<file path="src/rtl/calculadora_bcd.sv">
// calculadora_bcd: unsigned accumulator calculator with a sequential BCD display path.
//
// Rising edges on somar/subtrair/zerar add, subtract or clear the accumulator.
// The display path runs a free-running double-dabble conversion. The source is either the
// operand or the accumulator. Each finished conversion is registered onto active-low
// seven-segment digits.
//
// Ports:
//   clk         system clock, rising edge
//   reset       synchronous, active-high
//   entrada     unsigned operand (WIDTH bits)
//   mostrar     level: 1 shows entrada, 0 shows the accumulator
//   somar       rising edge: acc += entrada
//   subtrair    rising edge: acc -= entrada
//   zerar       rising edge: acc = 0, estouro = 0
//   digitos     NDIG digits, digit i at [7i+6:7i], gfedcba, active-low
//   acumulador  current accumulator value
//   estouro     sticky wrap flag
//   pronto      one-cycle pulse when digitos updates
module calculadora_bcd #(
  parameter int unsigned WIDTH       = 10,
  parameter int unsigned ACC_WIDTH   = 19,
  parameter int unsigned NDIG        = 6,
  parameter int unsigned BLANK_ZEROS = 1
) (
  input  logic                   clk,
  input  logic                   reset,
  input  logic [WIDTH-1:0]       entrada,
  input  logic                   mostrar,
  input  logic                   somar,
  input  logic                   subtrair,
  input  logic                   zerar,
  output logic [7*NDIG-1:0]      digitos,
  output logic [ACC_WIDTH-1:0]   acumulador,
  output logic                   estouro,
  output logic                   pronto
);

  localparam int unsigned BcdW = 4 * NDIG;
  localparam int unsigned CntW = (ACC_WIDTH > 1) ? $clog2(ACC_WIDTH) : 1;
  localparam logic [CntW-1:0] CntLast = CntW'(ACC_WIDTH - 1);

  // ---------------------------------------------------------------------------
  // Command edge detection
  // ---------------------------------------------------------------------------
  // Previous-value registers reset to 1 so an input held high through reset does not fire.
  logic somar_prev_q, subtrair_prev_q, zerar_prev_q;
  logic fire_somar, fire_subtrair, fire_zerar;

  always_ff @(posedge clk) begin
    if (reset) begin
      somar_prev_q    <= 1'b1;
      subtrair_prev_q <= 1'b1;
      zerar_prev_q    <= 1'b1;
    end else begin
      somar_prev_q    <= somar;
      subtrair_prev_q <= subtrair;
      zerar_prev_q    <= zerar;
    end
  end

  assign fire_somar    = somar & ~somar_prev_q;
  assign fire_subtrair = subtrair & ~subtrair_prev_q;
  assign fire_zerar    = zerar & ~zerar_prev_q;

  // ---------------------------------------------------------------------------
  // Accumulator
  // ---------------------------------------------------------------------------
  logic [ACC_WIDTH-1:0] acc_q, acc_d;
  logic                 estouro_q, estouro_d;
  logic [ACC_WIDTH-1:0] operand;
  logic [ACC_WIDTH:0]   sum;

  assign operand = ACC_WIDTH'(entrada);
  assign sum     = {1'b0, acc_q} + {1'b0, operand};

  // zerar > somar > subtrair; lower-priority edges in the same cycle are dropped.
  always_comb begin
    acc_d     = acc_q;
    estouro_d = estouro_q;
    if (fire_zerar) begin
      acc_d     = '0;
      estouro_d = 1'b0;
    end else if (fire_somar) begin
      acc_d = sum[ACC_WIDTH-1:0];
      if (sum[ACC_WIDTH]) begin
        estouro_d = 1'b1;
      end
    end else if (fire_subtrair) begin
      acc_d = acc_q - operand;
      if (operand > acc_q) begin
        estouro_d = 1'b1;
      end
    end
  end

  always_ff @(posedge clk) begin
    if (reset) begin
      acc_q     <= '0;
      estouro_q <= 1'b0;
    end else begin
      acc_q     <= acc_d;
      estouro_q <= estouro_d;
    end
  end

  assign acumulador = acc_q;
  assign estouro    = estouro_q;

  // ---------------------------------------------------------------------------
  // Double-dabble conversion FSM
  // ---------------------------------------------------------------------------
  typedef enum logic [1:0] {StLoad, StShift, StDone} state_e;

  state_e                state_q, state_d;
  logic [CntW-1:0]       cnt_q, cnt_d;
  logic [ACC_WIDTH-1:0]  bin_q, bin_d;
  logic [BcdW-1:0]       bcd_q, bcd_d;
  logic [BcdW-1:0]       bcd_adj;
  logic [BcdW+ACC_WIDTH-1:0] shifted;
  logic [7*NDIG-1:0]     digitos_q, digitos_d;
  logic [7*NDIG-1:0]     digitos_rst;
  logic [7*NDIG-1:0]     seg_next;
  logic                  pronto_q, pronto_d;
  logic [ACC_WIDTH-1:0]  source;

  assign source = mostrar ? operand : acc_q;

  function automatic logic [6:0] seg_encode(input logic [3:0] d);
    logic [6:0] s;
    case (d)
      4'd0:    s = 7'b1000000;
      4'd1:    s = 7'b1111001;
      4'd2:    s = 7'b0100100;
      4'd3:    s = 7'b0110000;
      4'd4:    s = 7'b0011001;
      4'd5:    s = 7'b0010010;
      4'd6:    s = 7'b0000010;
      4'd7:    s = 7'b1111000;
      4'd8:    s = 7'b0000000;
      4'd9:    s = 7'b0010000;
      default: s = 7'b1111111;
    endcase
    return s;
  endfunction

  // Add-3 correction on every nibble that would exceed 9 after the shift.
  always_comb begin
    logic [3:0] nib;
    nib     = '0;
    bcd_adj = '0;
    for (int i = 0; i < int'(NDIG); i++) begin
      nib = bcd_q[4*i +: 4];
      bcd_adj[4*i +: 4] = (nib >= 4'd5) ? nib + 4'd3 : nib;
    end
  end

  assign shifted = {bcd_adj, bin_q} << 1;

  // Segment patterns for the finished BCD value, blanking leading zeros from the top down.
  always_comb begin
    logic [3:0] nib;
    logic       zero_above;
    nib        = '0;
    zero_above = 1'b1;
    seg_next   = '0;
    for (int i = int'(NDIG) - 1; i >= 0; i--) begin
      nib = bcd_q[4*i +: 4];
      if ((BLANK_ZEROS != 0) && (i > 0) && zero_above && (nib == 4'd0)) begin
        seg_next[7*i +: 7] = 7'b1111111;
      end else begin
        seg_next[7*i +: 7] = seg_encode(nib);
      end
      zero_above = zero_above & (nib == 4'd0);
    end
  end

  // Display after reset: a single "0" in digit 0.
  always_comb begin
    digitos_rst = '0;
    for (int i = 0; i < int'(NDIG); i++) begin
      if ((i == 0) || (BLANK_ZEROS == 0)) begin
        digitos_rst[7*i +: 7] = 7'b1000000;
      end else begin
        digitos_rst[7*i +: 7] = 7'b1111111;
      end
    end
  end

  always_comb begin
    state_d   = state_q;
    cnt_d     = cnt_q;
    bin_d     = bin_q;
    bcd_d     = bcd_q;
    digitos_d = digitos_q;
    pronto_d  = 1'b0;
    unique case (state_q)
      StLoad: begin
        bin_d   = source;
        bcd_d   = '0;
        cnt_d   = '0;
        state_d = StShift;
      end
      StShift: begin
        bcd_d = shifted[BcdW+ACC_WIDTH-1:ACC_WIDTH];
        bin_d = shifted[ACC_WIDTH-1:0];
        cnt_d = cnt_q + 1'b1;
        if (cnt_q == CntLast) begin
          state_d = StDone;
        end
      end
      StDone: begin
        digitos_d = seg_next;
        pronto_d  = 1'b1;
        state_d   = StLoad;
      end
      default: begin
        state_d = StLoad;
      end
    endcase
  end

  always_ff @(posedge clk) begin
    if (reset) begin
      state_q   <= StLoad;
      cnt_q     <= '0;
      bin_q     <= '0;
      bcd_q     <= '0;
      digitos_q <= digitos_rst;
      pronto_q  <= 1'b0;
    end else begin
      state_q   <= state_d;
      cnt_q     <= cnt_d;
      bin_q     <= bin_d;
      bcd_q     <= bcd_d;
      digitos_q <= digitos_d;
      pronto_q  <= pronto_d;
    end
  end

  assign digitos = digitos_q;
  assign pronto  = pronto_q;

endmodule

</file>
<file path="config.mk">
export PLATFORM = sky130hd
export DESIGN_NAME = calculadora_bcd
export DESIGN_NICKNAME = d
export VERILOG_FILES = /design/src/rtl/calculadora_bcd.sv
export SDC_FILE = /design/constraint.sdc
export NUM_CORES = 1
export LEC_CHECK = 0
export CORE_MARGIN = 1.5
export CORE_UTILIZATION = 62
export DETAILED_ROUTE_END_ITERATION = 8
export PLACE_DENSITY = 0.84
export SLEW_MARGIN = 10
export SYNTH_ARGS = -nofsm -noshare
export SYNTH_HDL_FRONTEND = slang
export SYNTH_SLANG_ARGS = --single-unit
</file>
<file path="constraint.sdc">
create_clock -name clk -period 7.07 [get_ports clk]
set_input_delay 1.7675 -clock clk [delete_from_list [all_inputs] [get_ports clk]]
set_output_delay 1.7675 -clock clk [all_outputs]
set_load 0.05 [all_outputs]
</file>
==> flow_metrics.env, run 1 <==
export IMPL_status="finished, final reports clean"
export IMPL_static_leakage_power_uw=0.003924
export IMPL_power_uw=2108
export IMPL_clock_path_buffers=2
export IMPL_grt_overflow_total=0
export IMPL_period_share_pct=63.31
export IMPL_drtAntennaViolNets=0
export IMPL_slew_limit_headroom_pct=32.42
export IMPL_synth_yosys_warnings=0
export IMPL_crit_fanout=37
export IMPL_fin_nets=1139
export IMPL_worst_hold_path_endpoint="digitos[37]"
export IMPL_numCtsBuffers=17
export IMPL_ys_top_cells_by_area="dfxtp_1 (37%), ha_1 (10%), nor2_1 (5.1%)"
export IMPL_remaining_drc_errors=0
export IMPL_synth_seq_cells=151
export IMPL_cp_required_ns=7.41
export IMPL_startpoint_type="input port"
export IMPL_ys_seq_area_share_pct=36.61
export IMPL_wl_per_cell_um=15.86
export IMPL_grt_pass1_wl_mm=32.64
export IMPL_switchingPower_uw=513.4
export IMPL_drive_gt1_share_pct=5.998
export IMPL_drt_iter0_markers=545
export IMPL_first_pass_iters=7
export IMPL_fin_crit_ns=4.476
export IMPL_post_cts_buffers=0
export IMPL_die_h_um=118.4
export IMPL_pin_count=79
export IMPL_diodes=0
export IMPL_gp_congestion=0.9088
export IMPL_cts_hold_fix_buffers=0
export IMPL_row_count=41
export IMPL_clock_skew_ns=0.01239
export IMPL_worstSetupEndpointType="flip-flop"
export IMPL_drv_slew=0
export IMPL_synthFlopType="dfxtp_1"
export IMPL_clockRootBuffer="clkbuf_16"
export IMPL_clkTransAtPathRegs_ns=0.06
export IMPL_port_buffers=78
export IMPL_intPower_uw=1594
export IMPL_syn_cell_area_um2=8257
export IMPL_post_cts_resized=0
export IMPL_syn_to_final_growth_pct=17.85
export IMPL_post_synth_top_count_cell="dfxtp_1"
export IMPL_crit_type="input port to flip-flop"
export IMPL_ys_top_cells_by_count="dfxtp_1 (151), nor2_1 (112), a21oi_1 (80)"
export IMPL_tightestPinTransition_ns=1.014
export IMPL_max_freq_ghz=0.2234
export IMPL_start_util_pct=64.38
export IMPL_setup_tns_ns=0
export IMPL_ys_types=77
export IMPL_cts_sinks=151
export IMPL_grt_setup_unrepaired="false"
export IMPL_setup_viol=0
export IMPL_power_density_nw_per_um2=216.6
export IMPL_cp_arrival_ns=4.82
export IMPL_r2r_start="state_q[0]"
export IMPL_switching_share_pct=24.36
export IMPL_routed_wl_mm=19.65
export IMPL_hold_path_class="flip-flop to flip-flop"
export IMPL_pwr_share_clk_pct=47.6
export IMPL_whs_path_depth=2
export IMPL_htree_levels=4
export IMPL_p_comb_share_pct=10.5
export IMPL_synth_edff_count=0
export IMPL_reg2reg_depth=8
export IMPL_coreArea_um2=12820
export IMPL_grt_pass1_vias=6974
export IMPL_synth_nets=1090
export IMPL_syn_avg_cell_area_um2=8.216
export IMPL_synth_top_area_share_pct=36.61
export IMPL_dieArea_um2=14020
export IMPL_hold_viol=0
export IMPL_synth_area_leader_cell="dfxtp_1"
export IMPL_die_w_um=118.4
export IMPL_r2r_slack_ns=3.58
export IMPL_place_hpwl_mm=12.82
export IMPL_placed_area_um2=9075
export IMPL_final_area_um2=9731
export IMPL_n_fill_cell=923
export IMPL_ir_drop_uv=167.4
export IMPL_post_route_util_pct=75.87
export IMPL_antenna_found_initial=0
export IMPL_clock_latency_ns=0.43
export IMPL_grt_max_degree=42
export IMPL_syn_inst=1005
export IMPL_maxCapViolCount=0
export IMPL_cts_tree="built"
export IMPL_viasPerCell=6.002
export IMPL_async_flop_share_pct=0
export IMPL_grt_total_usage_pct=28.51
export IMPL_num_vias=7436
export IMPL_pwr_share_seq_pct=41.9
cell usage in the layout (no fill, tap or decap), types with 4 or more instances in the layout:
cell type          n
ha_1              67
a311oi_1           4
o21a_1            11
bufinv_16          5
nor3b_1           16
o22ai_1           15
a22o_1             8
nand3_1           15
xor2_1             5
or4_1              4
buf_4              8
a211oi_1          14
xnor2_1           12
nand2b_1          16
o211ai_1           7
dfxtp_1          151
o31ai_1            8
nand4_1            7
inv_1             64
a31oi_1           12
clkbuf_16         17
nor2b_1            9
o21ai_0           78
mux2i_1           17
clkdlybuf4s50_1   78
a21oi_1           80
or2_2              5
nor2_1           112
a21o_1             6
nor3_1            46
a22oi_1            5
and3_1             5
nand2_1           74
worst max path at each step:
stage | startpoint | slack, ns | end | cells after the start
finish | reset | 2.59 | flip-flop | 8
global route | reset | 2.43 | flip-flop | 10
CTS | reset | 2.71 | flip-flop | 8
detailed placement | reset | 2.31 | flip-flop | 8
global placement | reset | 2.40 | flip-flop | 8
floorplan | entrada[0] | 3.42 | acumulador[14] | 9
kinds of logic after synthesis:
logic type	count (synthesis)	share of synthesized area, %
flops	151	36.61
fa+ha+maj	69	10.64
mux	19	2.334
simple gates	337	19.94
xor+xnor	17	1.803
compound gates	291	22.81
buf+inv	121	5.864
per-stage QoR:
stage,setup WS [ns],hold slack [ns],instances
after CTS,2.707,0.4441,1239
after global routing,2.433,0.4518,1239
final,2.594,0.4428,1239
after floorplan,3.421,0.4179,1005
after detailed placement,2.308,0.4288,1207
after global placement,2.396,0.4217,1207
power by group through the flow:
stage	Combinational [uW]	Clock, uW	Sequential (uW)
final	222	1000	883
after detailed placement	216	0	901
after floorplan	139	0	920
after global routing	240	1050	884
after global placement	212	0	900
after CTS	219	1020	882
layout make-up:
cell class | count | area, um2 | area share (%)
Clock buffer | 21 | 460.4 | 4.732
Multi-Input combinational cell | 733 | 4752 | 48.84
Sequential cell | 151 | 3023 | 31.07
Inverter | 65 | 244.0 | 2.507
Tap cell | 172 | 215.2 | 2.212
Clock inverter | 11 | 195.2 | 2.006
Timing Repair Buffer | 86 | 840.8 | 8.641
layer usage:
| metal | part of all wire [%] | vias up | track usage, % | wire length (um) |
|---|---|---|---|---|
| met5 | 0 | - | 0 | 0 |
| met4 | 3.2 | 0 | 15.06 | 631 |
| met3 | 5.4 | 57 | 6.081 | 1056 |
| met2 | 49 | 260 | 48.51 | 9648 |
| met1 | 42 | 3461 | 33.66 | 8317 |
| li1 | - | 3658 | - | - |
worst max-delay path: stages:
cell and delay [ns]:
clkdlybuf4s50_1 0.63, buf_4 0.38, nor2_2 0.58, o311ai_0 0.29, o21ai_0 0.44, inv_1 0.16, ha_1 0.32, o31ai_1 0.22
Note: power is estimated with default switching activity, not from simulation.
==> run 2: changes to the inputs <==
--- a/config.mk
+++ b/config.mk
@@ -6,9 +6,9 @@
 export NUM_CORES = 1
 export LEC_CHECK = 0
 export CORE_MARGIN = 1.5
-export CORE_UTILIZATION = 62
+export CORE_UTILIZATION = 58
 export DETAILED_ROUTE_END_ITERATION = 8
-export PLACE_DENSITY = 0.84
+export PLACE_DENSITY = 0.8
 export SLEW_MARGIN = 10
 export SYNTH_ARGS = -nofsm -noshare
 export SYNTH_HDL_FRONTEND = slang
==> constraint.sdc (replaced) <==
create_clock -name clk -period 4.7 [get_ports clk]
set_input_delay 1.175 -clock clk [delete_from_list [all_inputs] [get_ports clk]]
set_output_delay 1.175 -clock clk [all_outputs]
set_load 0.05 [all_outputs]
==> run 2 against run 1 <==
Compared with the run above:
- sequential share of layout area about the same
- global-route usage decreased by 2.4 points
- sequential power increased by 49%
- die area increased by 6.7%
- cell count increased by 0.97%
- worst setup slack got worse by 1.3 ns
- final area about the same
- register-to-register slack got worse by 1.6 ns
- core utilization decreased by 5.8 points
- via count decreased by 2.7%
- critical path depth increased by 2
- highest routed layer unchanged
==> flow_metrics.env, run 2 (synthesis gave the netlist of run 1 again) <==
export IMPL_status="finished, final reports clean"
export IMPL_post_cts_buffers=0
export IMPL_startpoint_type="input port"
export IMPL_num_vias=7236
export IMPL_cp_required_ns=5.02
export IMPL_crit_family="simple AND/OR/NAND/NOR gates"
export IMPL_layout_common_cells="dfxtp_1 (151), nor2_1 (112), a21oi_1 (80)"
export IMPL_wl_per_cell_um=15.20
export IMPL_grt_pass1_wl_mm=31.35
export IMPL_die_w_um=122.3
export IMPL_drtAntennaViolNets=0
export IMPL_clkTransAtPathRegs_ns=0.06
export IMPL_power_density_nw_per_um2=314.8
export IMPL_tightestPinTransition_ns=1.038
export IMPL_numCtsBuffers=17
export IMPL_critPathBufInv=2
export IMPL_pin_count=79
export IMPL_worstSetupEndpointType="flip-flop"
export IMPL_holdWs_ns=0.4360
export IMPL_whs_path_depth=2
export IMPL_hold_viol=0
export IMPL_crit_type="input port to flip-flop"
export IMPL_first_pass_iters=6
export IMPL_worst_hold_path_endpoint="digitos[12]"
export IMPL_layout_commonest_cell="dfxtp_1"
export IMPL_static_leakage_power_uw=0.003906
export IMPL_antenna_found_initial=0
export IMPL_clockRootBuffer="clkbuf_16"
export IMPL_period_share_pct=72.82
export IMPL_port_buffers=78
export IMPL_critPathLaunch="entrada[0]"
export IMPL_reg2reg_depth=9
export IMPL_cts_tree="built"
export IMPL_maxCapViolCount=0
export IMPL_remaining_drc_errors=0
export IMPL_r2r_slack_ns=1.94
export IMPL_setup_viol=0
export IMPL_hold_path_class="flip-flop to flip-flop"
export IMPL_drive_gt1_share_pct=6.443
export IMPL_clock_skew_ns=0.01287
export IMPL_grt_pass1_vias=6841
export IMPL_routed_wl_mm=19.02
export IMPL_drv_slew=0
export IMPL_max_stage_delay_ns=0.51
export IMPL_slew_limit_headroom_pct=30.83
export IMPL_syn_to_final_growth_pct=17.84
export IMPL_coreArea_um2=13880
export IMPL_cp_arrival_ns=3.74
export IMPL_row_count=43
export IMPL_fin_crit_ns=3.423
export IMPL_start_util_pct=59.48
export IMPL_crit_fanout=4
export IMPL_setup_tns_ns=0
export IMPL_grt_overflow_total=0
export IMPL_fin_nets=1143
export IMPL_grt_max_degree=46
export IMPL_grt_total_usage_pct=26.08
export IMPL_viasPerCell=5.784
export IMPL_max_freq_ghz=0.2922
export IMPL_cts_sinks=151
export IMPL_post_cts_resized=0
export IMPL_gp_congestion=0.9496
export IMPL_ir_drop_uv=252.5
export IMPL_drt_iter0_markers=452
export IMPL_diodes=0
export IMPL_critPathSlowestCell="clkdlybuf4s50_1"
export IMPL_dieArea_um2=14960
export IMPL_place_hpwl_mm=12.81
export IMPL_clock_latency_ns=0.44
export IMPL_htree_levels=4
export IMPL_path_cells="clkdlybuf4s50_1 > ha_1 > inv_1 > fa_1 > a211oi_1 > o211ai_1 > nand4_1 > nor4bb_1 > o21ai_0 > nor3b_1"
export IMPL_cts_hold_fix_buffers=0
export IMPL_die_h_um=122.3
export IMPL_clock_path_buffers=2
export IMPL_grt_setup_unrepaired="false"
export IMPL_r2r_start="state_q[1]"
-- run 2: changes by cell type in the layout (fill, tap and decap cells not counted) --
cell	before	now
bufinv_16	5	3
clkinv_4	3	1
clkbuf_8	2	0
buf_4	8	11
inv_6	1	3
clkbuf_1	2	1
buf_12	0	1
clkinvlp_4	0	5
-- run 2: metrics by stage --
stage | util (%) | cell area [um2] | power [uW] | instances | setup WS (ns)
3_5_place_dp | 65.76 | 9128 | 1685 | 1219 | 0.9218
2_1_floorplan | - | 8257 | 1594 | 1005 | 1.644
4_1_cts | 70.09 | 9729 | 3078 | 1251 | 1.334
6_report | 70.09 | 9729 | 3063 | 1251 | 1.278
3_3_place_gp | 65.76 | 9128 | 1681 | 1219 | 0.9925
5_1_grt | 70.09 | 9729 | 3163 | 1251 | 1.062
-- run 2: how the worst max path moves through the flow --
stage                      to  cells after the start
6_report       acumulador[14]                     10
5_1_grt        acumulador[14]                     10
4_1_cts        acumulador[14]                     10
3_5_place_dp   acumulador[14]                     10
3_3_place_gp   acumulador[14]                      9
2_1_floorplan  acumulador[14]                      9
-- run 2: report_power, final --
group | switching [uW] | internal, uW
combinational | 211 | 129
clock | 561 | 837
sequential | 25.0 | 1300
-- run 2: area by class of cell --
cell class	instances	area (um2)
multi-input cells	733	4752
clock buffers	18	429.2
flip-flops and latches	151	3023
well taps	180	225.2
repair buffers	90	883.3
clock inverters	14	172.7
fillers	1117	4151
inverters	65	244.0
-- run 2: layer usage --
metal / part of all wire (%) / vias up / global-route usage (%)
li1: - / 3659 / -
met1: 46 / 3324 / 32.31
met2: 46 / 194 / 42.49
met3: 4.1 / 59 / 4.600
met4: 3.7 / 0 / 15.41
met5: 0 / - / 0
-- run 2: worst min-delay path: stages, from the launching register on --
cell and delay (ns):
dfxtp_1 0.30, o22ai_1 0.05, nand2_1 0.06
==> run 3: changes to the inputs <==
==> constraint.sdc (replaced) <==
create_clock -name clk -period 3.17 [get_ports clk]
set_input_delay 0.7925 -clock clk [delete_from_list [all_inputs] [get_ports clk]]
set_output_delay 0.7925 -clock clk [all_outputs]
set_load 0.05 [all_outputs]
==> run 3 against run 2 <==
Compared with the run above:
- sequential share of layout area shrank 0.71 points
- non-clock buffer count up 35
- clock power rose by 41%
==> flow_metrics.env, run 3 (synthesis gave the netlist of run 1 again) <==
export IMPL_p_comb_share_pct=12.2
export IMPL_startpoint_type="input port"
export IMPL_reg2reg_depth=8
export IMPL_grt_total_usage_pct=26.47
export IMPL_drtAntennaViolNets=0
export IMPL_post_cts_resized=0
export IMPL_gp_congestion=0.9338
export IMPL_multiInputGateArea_um2=4752
export IMPL_start_util_pct=59.48
export IMPL_placedCellCount=1254
export IMPL_viasPerCell=5.726
export IMPL_clock_latency_ns=0.43
export IMPL_setup_viol=0
export IMPL_maxCapViolCount=0
export IMPL_placed_area_um2=9378
export IMPL_coreArea_um2=13880
export IMPL_hold_viol=0
export IMPL_pwr_share_seq_pct=43.8
export IMPL_r2r_start="state_q[0]"
export IMPL_wl_per_cell_um=15.04
export IMPL_hold_path_class="flip-flop to flip-flop"
export IMPL_switchingPower_uw=1220
export IMPL_crit_fanout=2
export IMPL_cts_tree="built"
export IMPL_cp_arrival_ns=3.29
export IMPL_row_count=43
export IMPL_switching_share_pct=27.15
export IMPL_tightestPinTransition_ns=0.7259
export IMPL_cts_hold_fix_buffers=0
export IMPL_fin_crit_ns=2.971
export IMPL_diodes=0
export IMPL_path_cells="clkdlybuf4s50_1 > ha_1 > inv_1 > fa_1 > a211oi_1 > o211ai_1 > nand4_1 > nor4bb_1 > o21ai_0 > nor3b_1"
export IMPL_routed_wl_mm=19.34
export IMPL_die_w_um=122.3
export IMPL_die_h_um=122.3
export IMPL_max_stage_delay_ns=0.49
export IMPL_critPathSlowestCell="clkdlybuf4s50_1"
export IMPL_whs_path_depth=2
export IMPL_power_density_nw_per_um2=451.1
export IMPL_layout_common_cells="dfxtp_1 (151), nor2_1 (112), a21oi_1 (80)"
export IMPL_numCtsBuffers=17
export IMPL_slew_limit_headroom_pct=51.24
export IMPL_fin_nets=1178
export IMPL_num_vias=7363
export IMPL_crit_type="input port to flip-flop"
export IMPL_clock_skew_ns=0.007126
export IMPL_place_hpwl_mm=13.68
export IMPL_pwr_share_clk_pct=44.1
export IMPL_port_buffers=78
export IMPL_crit_cells=10
export IMPL_drv_slew=0
export IMPL_dieArea_um2=14960
export IMPL_fin_cells=1286
export IMPL_seqCellArea_um2=3023
export IMPL_crit_family="simple AND/OR/NAND/NOR gates"
export IMPL_clock_path_buffers=2
export IMPL_grt_pass1_wl_mm=31.82
export IMPL_layout_commonest_cell="dfxtp_1"
export IMPL_remaining_drc_errors=0
export IMPL_final_area_um2=9957
export IMPL_antenna_found_initial=0
export IMPL_ir_drop_uv=355.2
export IMPL_cp_required_ns=3.49
export IMPL_clkTransAtPathRegs_ns=0.06
export IMPL_grt_pass1_vias=6772
export IMPL_r2r_slack_ns=0.43
export IMPL_worst_hold_path_endpoint="digitos[39]"
export IMPL_drive_gt1_share_pct=9.494
export IMPL_grt_max_degree=44
export IMPL_n_fill_cell=1106
export IMPL_critPathBufInv=2
export IMPL_static_leakage_power_uw=0.004068
export IMPL_cts_sinks=151
export IMPL_post_cts_buffers=0
export IMPL_intPower_uw=3272
export IMPL_grt_overflow_total=0
export IMPL_clockRootBuffer="clkbuf_16"
export IMPL_pin_count=79
export IMPL_htree_levels=4
export IMPL_syn_to_final_growth_pct=20.59
export IMPL_first_pass_iters=5
export IMPL_grt_setup_unrepaired="false"
export IMPL_drt_iter0_markers=454
export IMPL_worstSetupEndpointType="flip-flop"
export IMPL_period_share_pct=93.72
export IMPL_max_freq_ghz=0.3366
export IMPL_status="finished, final reports clean"
## run 3: changes by cell type in the layout (fill, tap and decap cells not counted), sizes merged
cell      previous run  this run
clkinv               3         2
clkinvlp             5         4
inv                 68        72
bufinv               3         1
buf                 12        47
## run 3: tightest hold or removal path: stages, from the launching register on
cell and delay, ns:
dfxtp_1 0.31, o22ai_1 0.05, nand2_1 0.05
## run 3: area by class of cell
cell class / instances / share of cell area, %
clock buffer: 18 / 4.411
clock inverter: 14 / 1.407
inverter: 65 / 2.450
multi-input combinational: 733 / 47.73
sequential: 151 / 30.36
tap: 180 / 2.262
timing repair buffer: 125 / 11.38
## run 3: per-layer routing
| metal | track usage (%) | wire, um | vias to the layer above |
|---|---|---|---|
| met2 | 44.27 | 9433 | 211 |
| met5 | 0 | 0 | - |
| met4 | 11.34 | 444 | 0 |
| met1 | 33.77 | 8555 | 3371 |
| met3 | 4.322 | 905 | 36 |
| li1 | - | - | 3745 |
## run 3: worst max path at each step
stage / startpoint / end
floorplan: entrada[0] / acumulador[14]
global placement: entrada[0] / acumulador[14]
detailed placement: entrada[0] / acumulador[14]
CTS: entrada[0] / acumulador[14]
global route: entrada[0] / acumulador[14]
finish: entrada[0] / acumulador[14]
## run 3: power by group through the flow
| stage | combinational, uW | clock [uW] | sequential [uW] |
|---|---|---|---|
| after global placement | 528 | 0 | 2010 |
| after detailed placement | 535 | 0 | 2010 |
| after floorplan | 311 | 0 | 2050 |
| final | 547 | 1980 | 1970 |
| after global routing | 588 | 2100 | 1970 |
| after CTS | 540 | 2010 | 1970 |
## run 3: per-stage QoR
stage | util (%) | worst slack, ns | hold WS [ns] | total power (uW) | TNS (ns)
final | 71.73 | 0.1991 | 0.4426 | 4492 | 0
after global routing | 71.73 | 0.04120 | 0.4628 | 4653 | 0
after CTS | 71.73 | 0.2211 | 0.4434 | 4515 | 0
after detailed placement | 67.56 | -0.1330 | 0.4272 | 2543 | -0.4020
after global placement | 67.56 | -0.03503 | 0.4221 | 2536 | -0.1155
after floorplan | - | 0.4962 | 0.4179 | 2363 | 0
